File: config.mk
export PLATFORM = sky130hd
export DESIGN_NAME = i2s_transmitter
export DESIGN_NICKNAME = d
export VERILOG_FILES = /design/src/rtl/i2s_transmitter.sv
export SDC_FILE = /design/constraint.sdc
export NUM_CORES = 1
export LEC_CHECK = 0
export BUFFER_PORTS_ARGS = -buffer_cell sky130_fd_sc_hd__buf_4
export CORE_MARGIN = 2
export CORE_UTILIZATION = 45
export CTS_CLUSTER_DIAMETER = 50
export DETAILED_ROUTE_END_ITERATION = 6
export PLACE_DENSITY_LB_ADDON = 0.2
export REMOVE_ABC_BUFFERS = 1
export SETUP_SLACK_MARGIN = 0.02
export SLEW_MARGIN = 20
export SYNTH_ARGS = -nofsm -noshare
export SYNTH_HDL_FRONTEND = slang
export SYNTH_SLANG_ARGS = --single-unit
File: constraint.sdc
create_clock -name clk -period 2.8 [get_ports clk]
set_input_delay 0.56 -clock clk [delete_from_list [all_inputs] [get_ports clk]]
set_output_delay 0.56 -clock clk [all_outputs]
set_load 0.03 [all_outputs]
File: src/rtl/i2s_transmitter.sv
// i2s_transmitter: FIFO-buffered Philips I2S serialiser, each sample sent on L and R.
// Optional macro I2S_UNDERRUN_HOLD_EN repeats the last sample on underrun instead of silence.
module i2s_transmitter #(
    parameter int WIDTH      = 24,
    parameter int BCLK_DIV   = 8,
    parameter int FIFO_DEPTH = 4
) (
    input  logic                        clk,
    input  logic                        rst,
    input  logic [WIDTH-1:0]            sample_in,
    input  logic                        sample_valid,
    output logic                        sample_ready,
    output logic                        bclk,
    output logic                        lrclk,
    output logic                        sdata,
    output logic                        underrun,
    output logic [$clog2(FIFO_DEPTH):0] fifo_level
);
    localparam int DW = $clog2(BCLK_DIV);
    localparam int PW = $clog2(FIFO_DEPTH);
    localparam int LW = PW + 1;

    logic [DW-1:0]    div_q, div_d;
    logic [5:0]       b_q, b_d, b_inc;
    logic             bclk_q, bclk_d;
    logic             lrclk_q, lrclk_d;
    logic             sdata_q, sdata_d;
    logic             underrun_q, underrun_d;
    logic [WIDTH-1:0] frame_q, frame_d;
    logic [PW-1:0]    wr_q, wr_d, rd_q, rd_d;
    logic [LW-1:0]    lvl_q, lvl_d;
    logic [WIDTH-1:0] mem_q [FIFO_DEPTH];

    logic        fall, rise, load, push, pop;
    logic [4:0]  slot_bit;
    logic [31:0] word;

    assign sample_ready = (lvl_q != LW'(FIFO_DEPTH));
    assign push         = sample_valid && sample_ready;
    assign fall         = (div_q == DW'(BCLK_DIV - 1));
    assign rise         = (div_q == DW'(BCLK_DIV / 2 - 1));
    assign load         = fall && (b_q == 6'd62);
    assign pop          = load && (lvl_q != '0);
    assign b_inc        = b_q + 6'd1;
    assign slot_bit     = b_inc[4:0];
    // Left-justify the sample in a 32-bit slot so bits past WIDTH read as zero.
    assign word         = 32'(frame_q) << (32 - WIDTH);

    always_comb begin
        div_d      = fall ? '0 : div_q + 1'b1;
        bclk_d     = bclk_q;
        b_d        = b_q;
        lrclk_d    = lrclk_q;
        sdata_d    = sdata_q;
        frame_d    = frame_q;
        underrun_d = 1'b0;
        wr_d       = push ? wr_q + 1'b1 : wr_q;
        rd_d       = pop ? rd_q + 1'b1 : rd_q;
        lvl_d      = lvl_q;

        if (rise) bclk_d = 1'b1;
        if (fall) begin
            bclk_d  = 1'b0;
            b_d     = b_inc;
            lrclk_d = (b_inc >= 6'd31) && (b_inc != 6'd63);
            sdata_d = (int'(slot_bit) < WIDTH) ? word[5'd31 - slot_bit] : 1'b0;
        end

        if (load) begin
            if (lvl_q != '0) begin
                frame_d = mem_q[rd_q];
            end else begin
`ifdef I2S_UNDERRUN_HOLD_EN
                frame_d = frame_q;
`else
                frame_d = '0;
`endif
                underrun_d = 1'b1;
            end
        end

        case ({push, pop})
            2'b10:   lvl_d = lvl_q + 1'b1;
            2'b01:   lvl_d = lvl_q - 1'b1;
            default: lvl_d = lvl_q;
        endcase
    end

    always_ff @(posedge clk) begin
        if (rst) begin
            div_q      <= '0;
            b_q        <= 6'd63;
            bclk_q     <= 1'b0;
            lrclk_q    <= 1'b0;
            sdata_q    <= 1'b0;
            underrun_q <= 1'b0;
            frame_q    <= '0;
            wr_q       <= '0;
            rd_q       <= '0;
            lvl_q      <= '0;
        end else begin
            div_q      <= div_d;
            b_q        <= b_d;
            bclk_q     <= bclk_d;
            lrclk_q    <= lrclk_d;
            sdata_q    <= sdata_d;
            underrun_q <= underrun_d;
            frame_q    <= frame_d;
            wr_q       <= wr_d;
            rd_q       <= rd_d;
            lvl_q      <= lvl_d;
        end
    end

    always_ff @(posedge clk) begin
        if (push) mem_q[wr_q] <= sample_in;
    end

    assign bclk       = bclk_q;
    assign lrclk      = lrclk_q;
    assign sdata      = sdata_q;
    assign underrun   = underrun_q;
    assign fifo_level = lvl_q;
endmodule

After elaboration in Yosys (flattened, before gate mapping)

Memory sizes are Yosys's and may differ from the RTL's. A register that Yosys moved wholly into a read port is not among the register bits.
Cells that the tools add are included.
W data, S select, Z words.

RAM bits: 96
Input port bits: 27
Output and inout bits: 8
Bits in registers: 44
Logic and storage cells: 47
Memories kept: 1

Reductions and logical operators: 8
$lt $le $gt $ge: 3
Eq/ne operators: 7
$add $sub $neg: 7
Bitwise operators: 1
Mux-type cells: 10

Memory list:

| memory | words | width | rd ports | clocked after Yosys merged registers in | write ports | line | source |
|---|---|---|---|---|---|---|---|
| mem_q  | 4     | 24    | 1        | 1                                       | 1           | 32   | `logic [WIDTH-1:0] mem_q [FIFO_DEPTH];` |

Operators with widths:

| cell                  | number |
|---|---|
| $mux W24              | 1 |
| $add A3 B1 Y3 const B | 2 |
| $add A6 B1 Y6 const B | 1 |
| $eq A6 B6 Y1 const B  | 1 |
| $ge A6 B5 Y1 const B  | 1 |
| $lt A5 B6 Y1 const B  | 1 |
| $ne A6 B6 Y1 const B  | 1 |
| $pmux W3 S2           | 1 |
| $bmux W1 S5           | 1 |
| $lt A5 B5 Y1 const B  | 1 |
| $mux W1               | 5 |
| $sub A5 B5 Y5 const A | 1 |
| $add A2 B1 Y2 const B | 2 |
| $logic_and A1 B1 Y1   | 4 |
| $mux W2               | 2 |
| $reduce_or A2 Y1      | 2 |
| $eq A3 B2 Y1 const B  | 1 |
| $eq A3 B3 Y1 const B  | 1 |
| $ne A3 B3 Y1 const B  | 1 |
| $reduce_bool A3 Y1    | 1 |
| $sub A3 B1 Y3 const B | 1 |
| $eq A2 B1 Y1 const B  | 1 |
| $eq A2 B2 Y1 const B  | 1 |
| $reduce_bool A2 Y1    | 1 |
| $not A1 Y1            | 1 |

Longest topological paths before layout

Depth after elaboration: 5
Depth in mapped cells: 13
Depth with buffers taken out: 10

Worst setup path before layout

Ideal clock, no wire load.

Kind: register to register
Start point: register b_q[0]
End point: register lvl_q[2] (netlist: fifo_level[2])
Required time: 2730 ps
Cell stages (with the launch flop): 14
Library setup time: 70 ps
Data arrival time: 2499 ps
Path buffers: 3
Period minus slack after synthesis: 2569 ps
Setup slack: 231 ps
Cell sequence: dfxtp_1 -> buf_6 -> inv_1 -> ha_1 -> and4_1 -> and4b_1 -> buf_2 -> buf_4 -> ha_1 -> inv_1 -> fa_1 -> xor2_1 -> or3_1 -> a21oi_1

Word-level cells in the longest chain between the ends: 5
Elaborated cells on any way between the ends: 7
Classes of those cells: eq/ne: 3; mux: 1; reduce/logical: 3

RTL lines:

| item                                              | line | source |
|---|---|---|
| from (decl)                                       | 24   | `logic [5:0] b_q, b_d, b_inc;` |
| from (signal assigned)                            | 92   | `b_q <= 6'd63;` |
| from (signal assigned)                            | 103  | `b_q <= b_d;` |
| $eq A6 B6 Y1 *                                    | 42   | `assign load = fall && (b_q == 6'd62);` |
| $logic_and A1 B1 Y1 *                             | 42   |  |
| $logic_and A1 B1 Y1 *                             | 43   | `assign pop = load && (lvl_q != '0);` |
| net pop                                           | 34   | `logic fall, rise, load, push, pop;` |
| $eq A2 B1 Y1 or $eq A2 B2 Y1 (tied branches)      | 82   | `case ({push, pop})` |
| $pmux W3 S2 or $reduce_bool A2 Y1 (tied branches) | -    |  |
| to (signal assigned)                              | 111  | `lvl_q <= lvl_d;` |
| to (decl)                                         | 31   | `logic [LW-1:0] lvl_q, lvl_d;` |

The timed path passes the listed nets; every way through them passes the cells marked *.
A chain may end at the register's enable or synchronous reset.

Final worst setup path

Start point: register b_q[1]
End point: register lvl_q[2] (netlist: fifo_level[2])

Word-level cells in the longest chain between the ends: 5
Elaborated cells on any way between the ends: 7
Classes of those cells: eq/ne: 3; mux: 1; reduce/logical: 3

RTL lines:

| item                                              | line |
|---|---|
| $eq A6 B6 Y1 *                                    | 42 |
| $logic_and A1 B1 Y1 *                             | 42 |
| $logic_and A1 B1 Y1 *                             | 43 |
| $eq A2 B1 Y1 or $eq A2 B2 Y1 (tied branches)      | 82 |
| $pmux W3 S2 or $reduce_bool A2 Y1 (tied branches) | - |

Every way passes the cells marked *; elsewhere a longest branch is shown, timed or not.

==> flow_summary.rst <==
.. list-table::
   :header-rows: 1

   * - Metric
     - Value
   * - Gp weighted congestion
     - 0.735
   * - Design Power
     - 0.00478 W
   * - Net switching power
     - 0.000977 W
   * - Hold buffer count at CTS
     - 0
   * - Switching fraction of total power
     - 20.5%
   * - Count of flip-flops with a built-in enable after synthesis
     - 96
   * - Number of nets with antenna violations after routing
     - 0
   * - Number of pins exceeding their max-slew limit in the final report
     - 0
   * - Final worst clock skew
     - 0.00580 ns
   * - Leakage component of the power
     - 2.33 nW
   * - Fill cells
     - 971
   * - Total inserted antenna cells
     - 0
   * - Worst IR drop on VDD
     - 0.000777 V
   * - Vias/cell
     - 5.21
   * - Final setup violating endpoints
     - 0
   * - Count of clock tree sinks
     - 142
   * - Area contributors post-synth
     - sky130_fd_sc_hd__edfxtp_1, sky130_fd_sc_hd__dfxtp_1, sky130_fd_sc_hd__mux4_2
   * - Worst slew margin relative to its limit
     - 70.7%
   * - Ratio of cells with drive above 1 in the final layout
     - 25.7%
   * - Top cell type's share of synthesized area
     - 51.5%
   * - Remaining routing DRC violations
     - 0
   * - Master of the slowest instance on the critical path
     - sky130_fd_sc_hd__dfxtp_1
   * - Startpoint type of the worst setup path
     - register
   * - Number of buffers inserted by post-CTS setup repair
     - 0
   * - Peak Freq
     - 423 MHz
   * - Layout net count
     - 429
   * - Startpoint of the tightest hold check path
     - sample_in[4]
   * - Count of cells resized by post-cts repair
     - 0
   * - Worst path bufs/invs
     - 1
   * - Final std cells w/o fill
     - 572
   * - CTS root buffer
     - sky130_fd_sc_hd__clkbuf_16
   * - Setup crit start
     - b_q[1]
   * - Sum of routed wire length over all layers
     - 9.88 mm
   * - Hold/Removal Path Class
     - primary input to register
   * - I/O pin count
     - 35
   * - Maximum number of pins on one net before global-route repair
     - 42
   * - Worst hold path stage count
     - 1
   * - Y dimension of the die
     - 116 µm
   * - Crit-path cells
     - ha_1 > and4_1 > and4b_1 > ha_1 > inv_1 > fa_1 > xor2_1 > or3_1 > a21oi_1
   * - Flop2flop setup slack
     - 0.44 ns
   * - Core utilization of the finished layout
     - 54.9%
   * - Clock power frac
     - 46.8%
   * - Flip-flop and latch count after synthesis
     - 142
   * - Total standard cell area after synthesis
     - 5600 µm²
   * - Synth unique cells
     - 37
   * - Die Wd
     - 116 µm
   * - Post-synthesis sequential area ratio
     - 67.9%
   * - Leading cell type in the layout, fill and taps excluded
     - sky130_fd_sc_hd__edfxtp_1
   * - Floorplan core area
     - 12100 µm²
   * - Antenna violations before repair
     - 0
   * - Unrepaired setup endpoints after global routing
     - false
   * - Crit path max-delay family
     - adder cells
   * - First-pass GRT wire length
     - 16.0 mm
   * - Port Buffer Count
     - 34
   * - CP endpoint kind
     - register
   * - Total of max-cap violations
     - 0
   * - Fraction of registers with async set or reset after synthesis
     - 0%
   * - Mean instance size in the synthesized netlist
     - 16.2 µm²
   * - Most frequent cell on the critical path
     - sky130_fd_sc_hd__ha_1
   * - Placed standard-cell area
     - 6020 µm²
   * - Startpoint of the lowest-slack register-to-register path
     - b_q[1]
   * - Synth warn
     - 0
   * - Detailed-routing iteration count for the pre-antenna-repair pass
     - 4
   * - Violation count after the first detailed-routing iteration
     - 203
   * - Reg2reg end
     - fifo_level[2]
   * - Arrival time of the worst setup path
     - 2.70 ns
   * - Worst-path maximum fanout
     - 6
   * - Internal Power
     - 0.00380 W
   * - Run status
     - completed
   * - Number of standard-cell rows in the floorplan
     - 40
   * - Time the final worst path needs with I/O delays and setup
     - 2.36 ns
   * - Starting density of the core
     - 46.4%
   * - Worst Hold Endpoint
     - mem_q[2][4]
   * - Aggregate global routing overflow
     - 0
   * - Share of the cycle needed by the critical path after routing
     - 84.3%
   * - Clk pin slew, worst setup/hold paths
     - 0.06 ns
   * - Maximum cell stage delay along the critical path
     - 0.42 ns
   * - Final-report hold violation count
     - 0
   * - H-tree levels
     - 4
   * - PD cells
     - 722 nW/µm²
   * - Post-detail-place hpwl
     - 6.01 mm
   * - Proportion of power drawn by combinational gates
     - 4.2%
   * - Clk_lat worst skew
     - 0.42 ns
   * - Clock buffer count from CTS
     - 17
   * - Layout overhead on the synthesized area
     - 18.2%
   * - Post-synthesis cell count
     - 345
   * - Relative contribution of sequential cells to total power
     - 49.0%
   * - Total global routing track utilization
     - 16.6%
   * - Depth of the worst register-to-register path
     - 9
   * - CTS max path bufs
     - 2
   * - Routed length per placed instance
     - 17.3 µm
   * - Post-synth top area cell
     - sky130_fd_sc_hd__edfxtp_1
   * - Crit path required time
     - 3.14 ns
   * - Commonest cells after routing, fill and taps aside
     - sky130_fd_sc_hd__edfxtp_1, sky130_fd_sc_hd__buf_4, sky130_fd_sc_hd__dfxtp_1, sky130_fd_sc_hd__nor2_1, sky130_fd_sc_hd__mux4_2
   * - # placed instances
     - 540
   * - Post-route cell area
     - 6620 µm²
   * - Vias after detailed routing
     - 2979
   * - Primary flip-flop cell chosen by synthesis mapping
     - sky130_fd_sc_hd__edfxtp_1
   * - CTS tree
     - done
   * - Worst slew pin tran
     - 0.439 ns
   * - Via count of the first global-routing pass
     - 3000
   * - Die footprint
     - 13400 µm²
   * - Critical path start-end classification
     - register to register
## metal layers
metal,vias to the layer above,global-route usage [%],wire [µm]
li1,1411,-,-
met1,1515,21.3,4460
met2,43,26.5,4950
met3,10,5.65,374
met4,0,5.78,108
met5,-,0,0
## kinds of logic (layout without fill, tap and decap cells)
kind of cell    Yosys count  count (layout)  synth area share, %
buf+inv                  32              91                 3.35
mux                      33              33                 12.8
simple gates             76              76                 6.39
xor+xnor                 14              14                 2.32
flops                   142             142                 67.9
compound gates           37              37                 4.62
fa+ha+maj                11              11                 2.59
## power groups by stage
stage / Clock (W) / Combinational (W) / Sequential, W
floorplan: 0 / 0.0000951 / 0.00239
global placement: 0 / 0.000199 / 0.00238
detailed placement: 0 / 0.000204 / 0.00239
CTS: 0.00228 / 0.000205 / 0.00234
global route: 0.00239 / 0.000222 / 0.00235
finish: 0.00224 / 0.000198 / 0.00234
## area by class of cell
cell class                 count  area [µm²]  share of cell area [%]
tap                          168         210                    3.18
clock buffer                  17         425                    6.43
clock inverter                15         168                    2.53
sequential                   142        3800                    57.5
timing repair buffer          48         360                    5.45
inverter                      11        41.3                   0.624
multi-input combinational    171        1610                    24.3
## synth_stat cells, types with 2 or more instances
| master | count |
|---|---|
| sky130_fd_sc_hd__nor3_1 | 4 |
| sky130_fd_sc_hd__ha_1 | 10 |
| sky130_fd_sc_hd__buf_6 | 5 |
| sky130_fd_sc_hd__inv_1 | 11 |
| sky130_fd_sc_hd__a21oi_1 | 4 |
| sky130_fd_sc_hd__xnor2_1 | 4 |
| sky130_fd_sc_hd__xor2_1 | 9 |
| sky130_fd_sc_hd__nand3b_1 | 3 |
| sky130_fd_sc_hd__buf_4 | 4 |
| sky130_fd_sc_hd__edfxtp_1 | 96 |
| sky130_fd_sc_hd__a22oi_1 | 24 |
| sky130_fd_sc_hd__nand3_1 | 9 |
| sky130_fd_sc_hd__buf_2 | 4 |
| sky130_fd_sc_hd__mux4_2 | 27 |
| sky130_fd_sc_hd__and3_1 | 6 |
| sky130_fd_sc_hd__and2_1 | 2 |
| sky130_fd_sc_hd__nand2_1 | 11 |
| sky130_fd_sc_hd__o21ai_0 | 4 |
| sky130_fd_sc_hd__mux2i_1 | 3 |
| sky130_fd_sc_hd__dfxtp_1 | 46 |
| sky130_fd_sc_hd__nor2_1 | 34 |
| sky130_fd_sc_hd__clkbuf_1 | 6 |
| sky130_fd_sc_hd__or3_1 | 3 |
| sky130_fd_sc_hd__mux4_1 | 3 |
## registers in the layout, summed over array words and instances (netlist names), named ones only
register	cells
bclk	1
fifo_level	3
wr_q	2
rd_q	2
frame_q	24
div_q	3
mem_q	96
sdata	1
b_q	6
lrclk	1
underrun	1
## worst max path at each step
stage	to	cells past startpoint
4_1_cts	fifo_level[2]	9
5_1_grt	fifo_level[2]	9
2_1_floorplan	fifo_level[2]	9
3_3_place_gp	fifo_level[2]	9
6_report	fifo_level[2]	9
3_5_place_dp	fifo_level[2]	9
## through the flow
step / hold WS [ns] / TNS, ns / setup slack (ns)
finish: 0.343 / 0 / 0.439
global route: 0.321 / 0 / 0.307
CTS: 0.329 / 0 / 0.427
detailed placement: 0.423 / 0 / 0.452
global placement: 0.412 / 0 / 0.557
floorplan: 0.400 / -0.122 / -0.122
(Power assumes the default switching activity.)
